$ cat src/rtl/decode_stage_if.sv
// decode_stage_if: handshake bundle between fetch, the decode stage and execute.
// The fetch-side request (in_*) and the decoded packet (out_*) travel together.
// The stage itself connects through the slave modport. The environment around
// the stage connects through the master modport.
interface decode_stage_if #(
    parameter int XLEN = 32
);
    logic            in_valid;
    logic            in_ready;
    logic [31:0]     in_instr;
    logic [XLEN-1:0] in_pc;

    logic            out_valid;
    logic            out_ready;
    logic [XLEN-1:0] out_pc;
    logic [6:0]      opcode;
    logic [4:0]      rd;
    logic [4:0]      rs1;
    logic [4:0]      rs2;
    logic [2:0]      funct3;
    logic [6:0]      funct7;
    logic [XLEN-1:0] imm;
    logic [2:0]      fmt;
    logic            illegal;
    logic            rd_we;
    logic            rs1_use;
    logic            rs2_use;

    modport master (
        output in_valid, in_instr, in_pc, out_ready,
        input  in_ready, out_valid, out_pc, opcode, rd, rs1, rs2, funct3, funct7,
               imm, fmt, illegal, rd_we, rs1_use, rs2_use
    );

    modport slave (
        input  in_valid, in_instr, in_pc, out_ready,
        output in_ready, out_valid, out_pc, opcode, rd, rs1, rs2, funct3, funct7,
               imm, fmt, illegal, rd_we, rs1_use, rs2_use
    );
endinterface

$ cat src/rtl/decode_stage.sv
// decode_stage: registered RV32I/RV64I decode stage between fetch and execute.
// The stage splits the instruction into its fields, builds the sign-extended
// immediate and classifies the format. It flags illegal encodings and derives
// the register-use bits.
// Optional feature macro: DECODE_SKID_EN. When it is defined, a one-entry skid
// buffer is added and in_ready becomes a registered "skid empty" signal.
// Otherwise in_ready follows out_ready combinationally.
module decode_stage #(
    parameter int XLEN = 32
) (
    input  logic          clk,
    input  logic          rst,
    input  logic          flush,
    decode_stage_if.slave bus
);
    localparam logic [6:0] OP_LUI    = 7'b0110111;
    localparam logic [6:0] OP_AUIPC  = 7'b0010111;
    localparam logic [6:0] OP_JAL    = 7'b1101111;
    localparam logic [6:0] OP_JALR   = 7'b1100111;
    localparam logic [6:0] OP_BRANCH = 7'b1100011;
    localparam logic [6:0] OP_LOAD   = 7'b0000011;
    localparam logic [6:0] OP_STORE  = 7'b0100011;
    localparam logic [6:0] OP_IMM    = 7'b0010011;
    localparam logic [6:0] OP_OP     = 7'b0110011;
    localparam logic [6:0] OP_FENCE  = 7'b0001111;
    localparam logic [6:0] OP_SYSTEM = 7'b1110011;

    localparam logic [2:0] FMT_R   = 3'd0;
    localparam logic [2:0] FMT_I   = 3'd1;
    localparam logic [2:0] FMT_S   = 3'd2;
    localparam logic [2:0] FMT_B   = 3'd3;
    localparam logic [2:0] FMT_U   = 3'd4;
    localparam logic [2:0] FMT_J   = 3'd5;
    localparam logic [2:0] FMT_BAD = 3'd7;

    localparam bit RV64 = (XLEN == 64);

    typedef struct packed {
        logic [XLEN-1:0] pc;
        logic [6:0]      opcode;
        logic [4:0]      rd;
        logic [4:0]      rs1;
        logic [4:0]      rs2;
        logic [2:0]      funct3;
        logic [6:0]      funct7;
        logic [XLEN-1:0] imm;
        logic [2:0]      fmt;
        logic            illegal;
        logic            rd_we;
        logic            rs1_use;
        logic            rs2_use;
    } packet_t;

    logic [31:0] instr;
    logic [6:0]  opc;
    logic [2:0]  f3;
    logic [6:0]  f7;
    logic        legal;
    logic [2:0]  fmt;
    logic [31:0] imm32;
    packet_t     dec;

    assign instr = bus.in_instr;
    assign opc   = instr[6:0];
    assign f3    = instr[14:12];
    assign f7    = instr[31:25];

    // Decide the format and whether the encoding is in the supported set.
    // Any opcode outside the listed set, including RV64 W-opcodes, ends up illegal.
    always_comb begin
        legal = 1'b0;
        fmt   = FMT_BAD;
        case (opc)
            OP_LUI, OP_AUIPC: begin legal = 1'b1; fmt = FMT_U; end
            OP_JAL:           begin legal = 1'b1; fmt = FMT_J; end
            OP_JALR:          begin legal = (f3 == 3'b000); fmt = FMT_I; end
            OP_BRANCH:        begin legal = (f3 != 3'b010) && (f3 != 3'b011); fmt = FMT_B; end
            OP_LOAD: begin
                fmt = FMT_I;
                case (f3)
                    3'b000, 3'b001, 3'b010, 3'b100, 3'b101: legal = 1'b1;
                    3'b011, 3'b110:                         legal = RV64;
                    default:                                legal = 1'b0;
                endcase
            end
            OP_STORE: begin
                fmt   = FMT_S;
                legal = (f3 <= 3'b010) || (RV64 && (f3 == 3'b011));
            end
            OP_IMM: begin
                fmt = FMT_I;
                case (f3)
                    3'b001:  legal = RV64 ? (instr[31:26] == 6'b000000)
                                          : (f7 == 7'b0000000);
                    3'b101:  legal = RV64 ? ((instr[31:26] == 6'b000000) ||
                                             (instr[31:26] == 6'b010000))
                                          : ((f7 == 7'b0000000) || (f7 == 7'b0100000));
                    default: legal = 1'b1;
                endcase
            end
            OP_OP: begin
                fmt   = FMT_R;
                legal = (f7 == 7'b0000000) ||
                        ((f7 == 7'b0100000) && ((f3 == 3'b000) || (f3 == 3'b101)));
            end
            OP_FENCE:  begin legal = 1'b1; fmt = FMT_I; end
            OP_SYSTEM: begin
                legal = (instr == 32'h0000_0073) || (instr == 32'h0010_0073);
                fmt   = FMT_I;
            end
            default: begin legal = 1'b0; fmt = FMT_BAD; end
        endcase
        if (!legal) begin
            fmt = FMT_BAD;
        end
    end

    // Build the 32-bit immediate for the chosen format. R-type and illegal give 0.
    always_comb begin
        case (fmt)
            FMT_I:   imm32 = {{20{instr[31]}}, instr[31:20]};
            FMT_S:   imm32 = {{20{instr[31]}}, instr[31:25], instr[11:7]};
            FMT_B:   imm32 = {{19{instr[31]}}, instr[31], instr[7], instr[30:25], instr[11:8], 1'b0};
            FMT_U:   imm32 = {instr[31:12], 12'b0};
            FMT_J:   imm32 = {{11{instr[31]}}, instr[31], instr[19:12], instr[20], instr[30:21], 1'b0};
            default: imm32 = 32'b0;
        endcase
    end

    // Assemble the packet that gets registered when the instruction is accepted.
    always_comb begin
        dec         = '0;
        dec.pc      = bus.in_pc;
        dec.opcode  = opc;
        dec.rd      = instr[11:7];
        dec.rs1     = instr[19:15];
        dec.rs2     = instr[24:20];
        dec.funct3  = f3;
        dec.funct7  = f7;
        dec.imm     = XLEN'($signed(imm32));
        dec.fmt     = fmt;
        dec.illegal = !legal;
        dec.rd_we   = legal && (instr[11:7] != 5'd0) &&
                      ((fmt == FMT_R) || (fmt == FMT_I) || (fmt == FMT_U) || (fmt == FMT_J));
        dec.rs1_use = legal && ((fmt == FMT_R) || (fmt == FMT_S) || (fmt == FMT_B) ||
                      ((fmt == FMT_I) && (opc != OP_FENCE) && (opc != OP_SYSTEM)));
        dec.rs2_use = legal && ((fmt == FMT_R) || (fmt == FMT_S) || (fmt == FMT_B));
    end

    packet_t out_q;
    logic    out_valid_q;
    logic    in_ready;
    logic    push;
    logic    pop;

`ifdef DECODE_SKID_EN
    packet_t skid_q;
    logic    skid_valid_q;

    assign in_ready = !skid_valid_q || flush;
`else
    assign in_ready = !out_valid_q || bus.out_ready || flush;
`endif

    assign push = bus.in_valid && in_ready;
    assign pop  = out_valid_q && bus.out_ready;

`ifdef DECODE_SKID_EN
    // Output slot plus one skid entry. The skid entry always drains into the output slot first, which preserves order.
    always_ff @(posedge clk) begin
        if (rst) begin
            out_q        <= '0;
            out_valid_q  <= 1'b0;
            skid_q       <= '0;
            skid_valid_q <= 1'b0;
        end else if (flush) begin
            out_valid_q  <= 1'b0;
            skid_valid_q <= 1'b0;
        end else if (!out_valid_q || pop) begin
            if (skid_valid_q) begin
                out_q        <= skid_q;
                out_valid_q  <= 1'b1;
                skid_valid_q <= 1'b0;
            end else if (push) begin
                out_q       <= dec;
                out_valid_q <= 1'b1;
            end else begin
                out_valid_q <= 1'b0;
            end
        end else if (push) begin
            skid_q       <= dec;
            skid_valid_q <= 1'b1;
        end
    end
`else
    // Single output register. A push while the old packet pops replaces it on the same edge.
    always_ff @(posedge clk) begin
        if (rst) begin
            out_q       <= '0;
            out_valid_q <= 1'b0;
        end else if (flush) begin
            out_valid_q <= 1'b0;
        end else if (push) begin
            out_q       <= dec;
            out_valid_q <= 1'b1;
        end else if (pop) begin
            out_valid_q <= 1'b0;
        end
    end
`endif

    assign bus.in_ready  = in_ready;
    assign bus.out_valid = out_valid_q;
    assign bus.out_pc    = out_q.pc;
    assign bus.opcode    = out_q.opcode;
    assign bus.rd        = out_q.rd;
    assign bus.rs1       = out_q.rs1;
    assign bus.rs2       = out_q.rs2;
    assign bus.funct3    = out_q.funct3;
    assign bus.funct7    = out_q.funct7;
    assign bus.imm       = out_q.imm;
    assign bus.fmt       = out_q.fmt;
    assign bus.illegal   = out_q.illegal;
    assign bus.rd_we     = out_q.rd_we;
    assign bus.rs1_use   = out_q.rs1_use;
    assign bus.rs2_use   = out_q.rs2_use;
endmodule

$ cat src/flat_wrapper.sv
// flat-port wrapper written by rule: the top's interface ports become plain ports
module decode_stage_flat 
#(
    parameter int XLEN = 32
)
  (clk, rst, flush, bus_in_valid, bus_in_instr, bus_in_pc, bus_out_ready, bus_in_ready, bus_out_valid, bus_out_pc, bus_opcode, bus_rd, bus_rs1, bus_rs2, bus_funct3, bus_funct7, bus_imm, bus_fmt, bus_illegal, bus_rd_we, bus_rs1_use, bus_rs2_use);
  decode_stage_if #(.XLEN(XLEN)) bus_i ();
  input  logic clk;
  input  logic rst;
  input  logic flush;
  input wire logic [$bits(bus_i.in_valid)-1:0] bus_in_valid;
  input wire logic [$bits(bus_i.in_instr)-1:0] bus_in_instr;
  input wire logic [$bits(bus_i.in_pc)-1:0] bus_in_pc;
  input wire logic [$bits(bus_i.out_ready)-1:0] bus_out_ready;
  output wire logic [$bits(bus_i.in_ready)-1:0] bus_in_ready;
  output wire logic [$bits(bus_i.out_valid)-1:0] bus_out_valid;
  output wire logic [$bits(bus_i.out_pc)-1:0] bus_out_pc;
  output wire logic [$bits(bus_i.opcode)-1:0] bus_opcode;
  output wire logic [$bits(bus_i.rd)-1:0] bus_rd;
  output wire logic [$bits(bus_i.rs1)-1:0] bus_rs1;
  output wire logic [$bits(bus_i.rs2)-1:0] bus_rs2;
  output wire logic [$bits(bus_i.funct3)-1:0] bus_funct3;
  output wire logic [$bits(bus_i.funct7)-1:0] bus_funct7;
  output wire logic [$bits(bus_i.imm)-1:0] bus_imm;
  output wire logic [$bits(bus_i.fmt)-1:0] bus_fmt;
  output wire logic [$bits(bus_i.illegal)-1:0] bus_illegal;
  output wire logic [$bits(bus_i.rd_we)-1:0] bus_rd_we;
  output wire logic [$bits(bus_i.rs1_use)-1:0] bus_rs1_use;
  output wire logic [$bits(bus_i.rs2_use)-1:0] bus_rs2_use;
  assign bus_i.in_valid = bus_in_valid;
  assign bus_i.in_instr = bus_in_instr;
  assign bus_i.in_pc = bus_in_pc;
  assign bus_i.out_ready = bus_out_ready;
  assign bus_in_ready = bus_i.in_ready;
  assign bus_out_valid = bus_i.out_valid;
  assign bus_out_pc = bus_i.out_pc;
  assign bus_opcode = bus_i.opcode;
  assign bus_rd = bus_i.rd;
  assign bus_rs1 = bus_i.rs1;
  assign bus_rs2 = bus_i.rs2;
  assign bus_funct3 = bus_i.funct3;
  assign bus_funct7 = bus_i.funct7;
  assign bus_imm = bus_i.imm;
  assign bus_fmt = bus_i.fmt;
  assign bus_illegal = bus_i.illegal;
  assign bus_rd_we = bus_i.rd_we;
  assign bus_rs1_use = bus_i.rs1_use;
  assign bus_rs2_use = bus_i.rs2_use;
  decode_stage #(.XLEN(XLEN)) u_core (.clk(clk), .rst(rst), .flush(flush), .bus(bus_i));
endmodule
$ cat config.mk
export PLATFORM = sky130hd
export DESIGN_NAME = decode_stage_flat
export DESIGN_NICKNAME = d
export VERILOG_FILES = /design/src/rtl/decode_stage_if.sv /design/src/rtl/decode_stage.sv /design/src/flat_wrapper.sv
export SDC_FILE = /design/constraint.sdc
export NUM_CORES = 1
export LEC_CHECK = 0
export CORE_ASPECT_RATIO = 1.5
export CORE_MARGIN = 2
export CORE_UTILIZATION = 36
export CTS_CLUSTER_DIAMETER = 80
export DETAILED_ROUTE_END_ITERATION = 16
export GPL_TIMING_DRIVEN = 0
export PLACE_DENSITY_LB_ADDON = 0.12
export SLEW_MARGIN = 20
export SYNTH_ARGS = -nofsm -noshare
export SYNTH_HDL_FRONTEND = slang
export SYNTH_SLANG_ARGS = --single-unit
$ cat constraint.sdc
create_clock -name clk -period 2 [get_ports clk]
set_input_delay 0.2 -clock clk [delete_from_list [all_inputs] [get_ports clk]]
set_output_delay 0.2 -clock clk [all_outputs]
set_load 0.005 [all_outputs]
==> results.yml <==
synthesis:
  synth_nets: 589
  synthCells: 520
  synth-seq-area-share_pct: 48.26
  synth_edf_count: 0
  ys_seq_elements: 104
  synth.avg_cell_area_sq_um: 8.296
  postSynth.asyncResetShare_pct: 0
  ys_top_cells_by_area: "dfxtp_1, nand2_1, a21oi_1, a22o_1, a32o_1"
  synth_warnings: 0
  synth_ff_type: "dfxtp_1"
  synthTopCellsByCount: "nand2_1, dfxtp_1, a21oi_1"
  syn_area_sq_um: 4314
  synth.most_common_cell: "nand2_1"
  yosysUniqueCellTypes: 53
  yosysTopAreaCell: "dfxtp_1"
  synth_top_area_share_pct: 48.26
cts:
  clock-sinks: 104
  clock_latency_ns: 0.34
  clockBufferDepth: 2
  cts_buffers: 9
  h-tree-depth: 3
  clk_pin_slew_ns: 0.07
  root_buffer: "clkbuf_16"
  cts_tree: "done"
cells_and_area:
  drive_above_1_share_pct: 10.39
  regArea_sq_um: 2082
  fillCellCount: 1118
  fin_cells: 875
  area_delta_synth_final_pct: 57.45
  multi_input_area_sq_um: 2198
  antenna_cells: 0
  layout.nets: 787
worst_setup_path:
  crit_required_ns: 2.23
  cp_slowest_stage_delay_ns: 0.39
  cp_cell_sequence: "clkdlybuf4s15_1, nor4bb_4, buf_4, buf_4, a311o_2, nor3_4, nor4_4, buf_4, buf_6, a32o_1"
  cp.buffers_inverters: 5
  worstSetupPathType: "input port to flip-flop"
  rr_worst_depth: 6
  path_depth: 10
  endpoint_kind: "flip-flop"
  critPathMaxFanout: 5
  worst_path_most_repeated_cell: "buf_4"
  cp_top_family: "buffers and inverters"
  critPathLaunchType: "input port"
  arrival_ns: 2.21
  slowest_stage: "a311o_2"
  r2r_setup_slack_ns: 0.25
place:
  dp_cells: 846
  dp_hpwl_microns: 10600
  dp_slack_ns: -0.9370
  portBuffers: 173
  place.gp.congestion: 0.8866
worst_hold_path:
  holdCritPathClass: "input port to flip-flop"
  min_path_cells: 3
sta:
  maxSlewHeadroom_pct: 58.30
  fin_crit_sh_pct: 98.60
  worst_pin_slew_ns: 0.6255
  final-hold-violation-count: 0
  slew_violations: 0
  worst_slack_ns: 0.02794
  fmax_mhz: 507.1
  min_period_ns: 1.972
  finClkSkew_ns: 0.007499
  setup_viol: 0
pwr:
  intPower_w: 0.003498
  power_leakage_nw: 2.592
  vdd_ir_drop_max_uv: 419.2
  powerDensity_nw_per_um2: 680.6
  pwr-share-seq_pct: 46.9
  clkPwrFrac_pct: 38.9
  pwr-share-comb_pct: 14.1
  p_sw_w: 0.001125
  p_sw_share_pct: 24.34
floorplanning:
  die_height_microns: 138.1
  num_io_pins: 174
  initial_core_util_pct: 36.46
  die_w_microns: 93.38
  die_area_sq_um: 12890
  row_count: 49
  core_sq_um: 11830
grt:
  track_usage_pct: 22.73
  grt_pass1_wl_microns: 23180
  antenna_found_initial: 0
  grt_pass1_vias: 4544
  grt_max_degree: 17
  overflow: 0
detailed_routing:
  wl_microns: 14730
  drt-wirelength-per-cell_microns: 16.83
  viasPerCell: 5.230
  drt-pass1-iter-count: 4
  antenna_left: 0
  via_count: 4576
  drt_iter0_drc: 232
  drc: 0
flow_run:
  max_cap_viol_count: 0
outcome:
  status: "finished clean"
## power by group through the flow
| stage | clock, W | sequential, W | combinational [W] |
|---|---|---|---|
| CTS | 0.00184 | 0.00217 | 0.000649 |
| detailed placement | 0 | 0.00222 | 0.000630 |
| global route | 0.00192 | 0.00218 | 0.000710 |
| global placement | 0 | 0.00222 | 0.000623 |
| floorplan | 0 | 0.00222 | 0.000235 |
| finish | 0.00180 | 0.00217 | 0.000654 |
## registers in the layout, summed over array words and instances (netlist names)
signal	cells
u_core.bus.fmt	3
u_core.bus.funct3	3
u_core.bus.funct7	7
u_core.bus.illegal	1
u_core.bus.imm	32
u_core.bus.opcode	7
u_core.bus.out_pc	32
u_core.bus.out_valid	1
u_core.bus.rd	5
u_core.bus.rd_we	1
u_core.bus.rs1	5
u_core.bus.rs1_use	1
u_core.bus.rs2	5
u_core.bus.rs2_use	1
## per-layer routing
metal | track usage, % | up-vias | wire, microns
li1 | - | 2205 | -
met1 | 27.24 | 2190 | 6016
met2 | 39.38 | 153 | 7507
met3 | 4.523 | 28 | 727
met4 | 8.901 | 0 | 476
met5 | 0 | - | 0
## layout make-up
cell class | instances | area share, %
inverter | 3 | 0.1658
buffer | 38 | 2.947
tap | 153 | 2.818
clock inverter | 4 | 0.7736
sequential | 104 | 30.65
multi-input combinational | 375 | 32.36
timing repair buffer | 187 | 26.56
clock buffer | 11 | 3.721
## layout by cell type, fill, tap and decap left out, drive strengths merged, types with 5 or more instances in the layout
master / synthesis / final
a311oi: 5 / 5
a21oi: 72 / 72
a22o: 22 / 22
nand2: 168 / 168
a32o: 11 / 11
nor2b: 6 / 6
nand2b: 7 / 7
nor2: 11 / 11
clkbuf: 25 / 42
clkdlybuf4s50: 0 / 150
a21o: 10 / 10
buf: 13 / 27
dfxtp: 104 / 104
nor4: 6 / 6
dlygate4sd2: 0 / 14
## worst register-to-register path, delay by kind of cell (launching register included)
kind / cells / cell delay [ns]
compound gates: 1 / 0.15
buf+inv: 2 / 0.73
flops: 1 / 0.33
simple gates: 3 / 0.47
## worst paths after layout
kind | to | start
worst max register to register | u_core.bus.rs1[1]$_SDFFE_PP0P_ | u_core.bus.out_valid$_SDFFE_PP0P_
worst min register to register | u_core.bus.out_pc[29]$_SDFFE_PP0P_ | u_core.bus.out_pc[29]$_SDFFE_PP0P_
worst min-delay path | u_core.bus.opcode[0]$_SDFFE_PP0P_ | bus_in_instr[0]
worst max-delay path | u_core.bus.imm[23]$_SDFFE_PP0P_ | bus_in_instr[1]
## repair_timing
action,CTS,global route
setup buffers,11,2
pin swaps,11,6
gates cloned,1,0
setup endpoints to repair,90,54
resized for setup,59,31
hold buffers,0,0
## through the flow
step                      area, sq um  utilization (%)  power (W)  hold WS [ns]  TNS [ns]
after global placement           6237            52.71   0.002838        0.4425    -49.03
after global routing             6793            57.41   0.004807        0.1573  -0.02142
after detailed placement         6237            52.71   0.002848        0.4440    -51.68
final                            6793            57.41   0.004623        0.1530         0
after floorplan                  4314                -   0.002457        0.3257         0
after CTS                        6760            57.13   0.004662        0.2930         0
## cell families after synthesis
family          synth area share [%]
compound gates                 23.90
xor+xnor                      0.4061
buf+inv                        3.886
flops                          48.26
mux                           0.4641
simple gates                   23.09
Note: power is estimated with default switching activity, not from simulation.
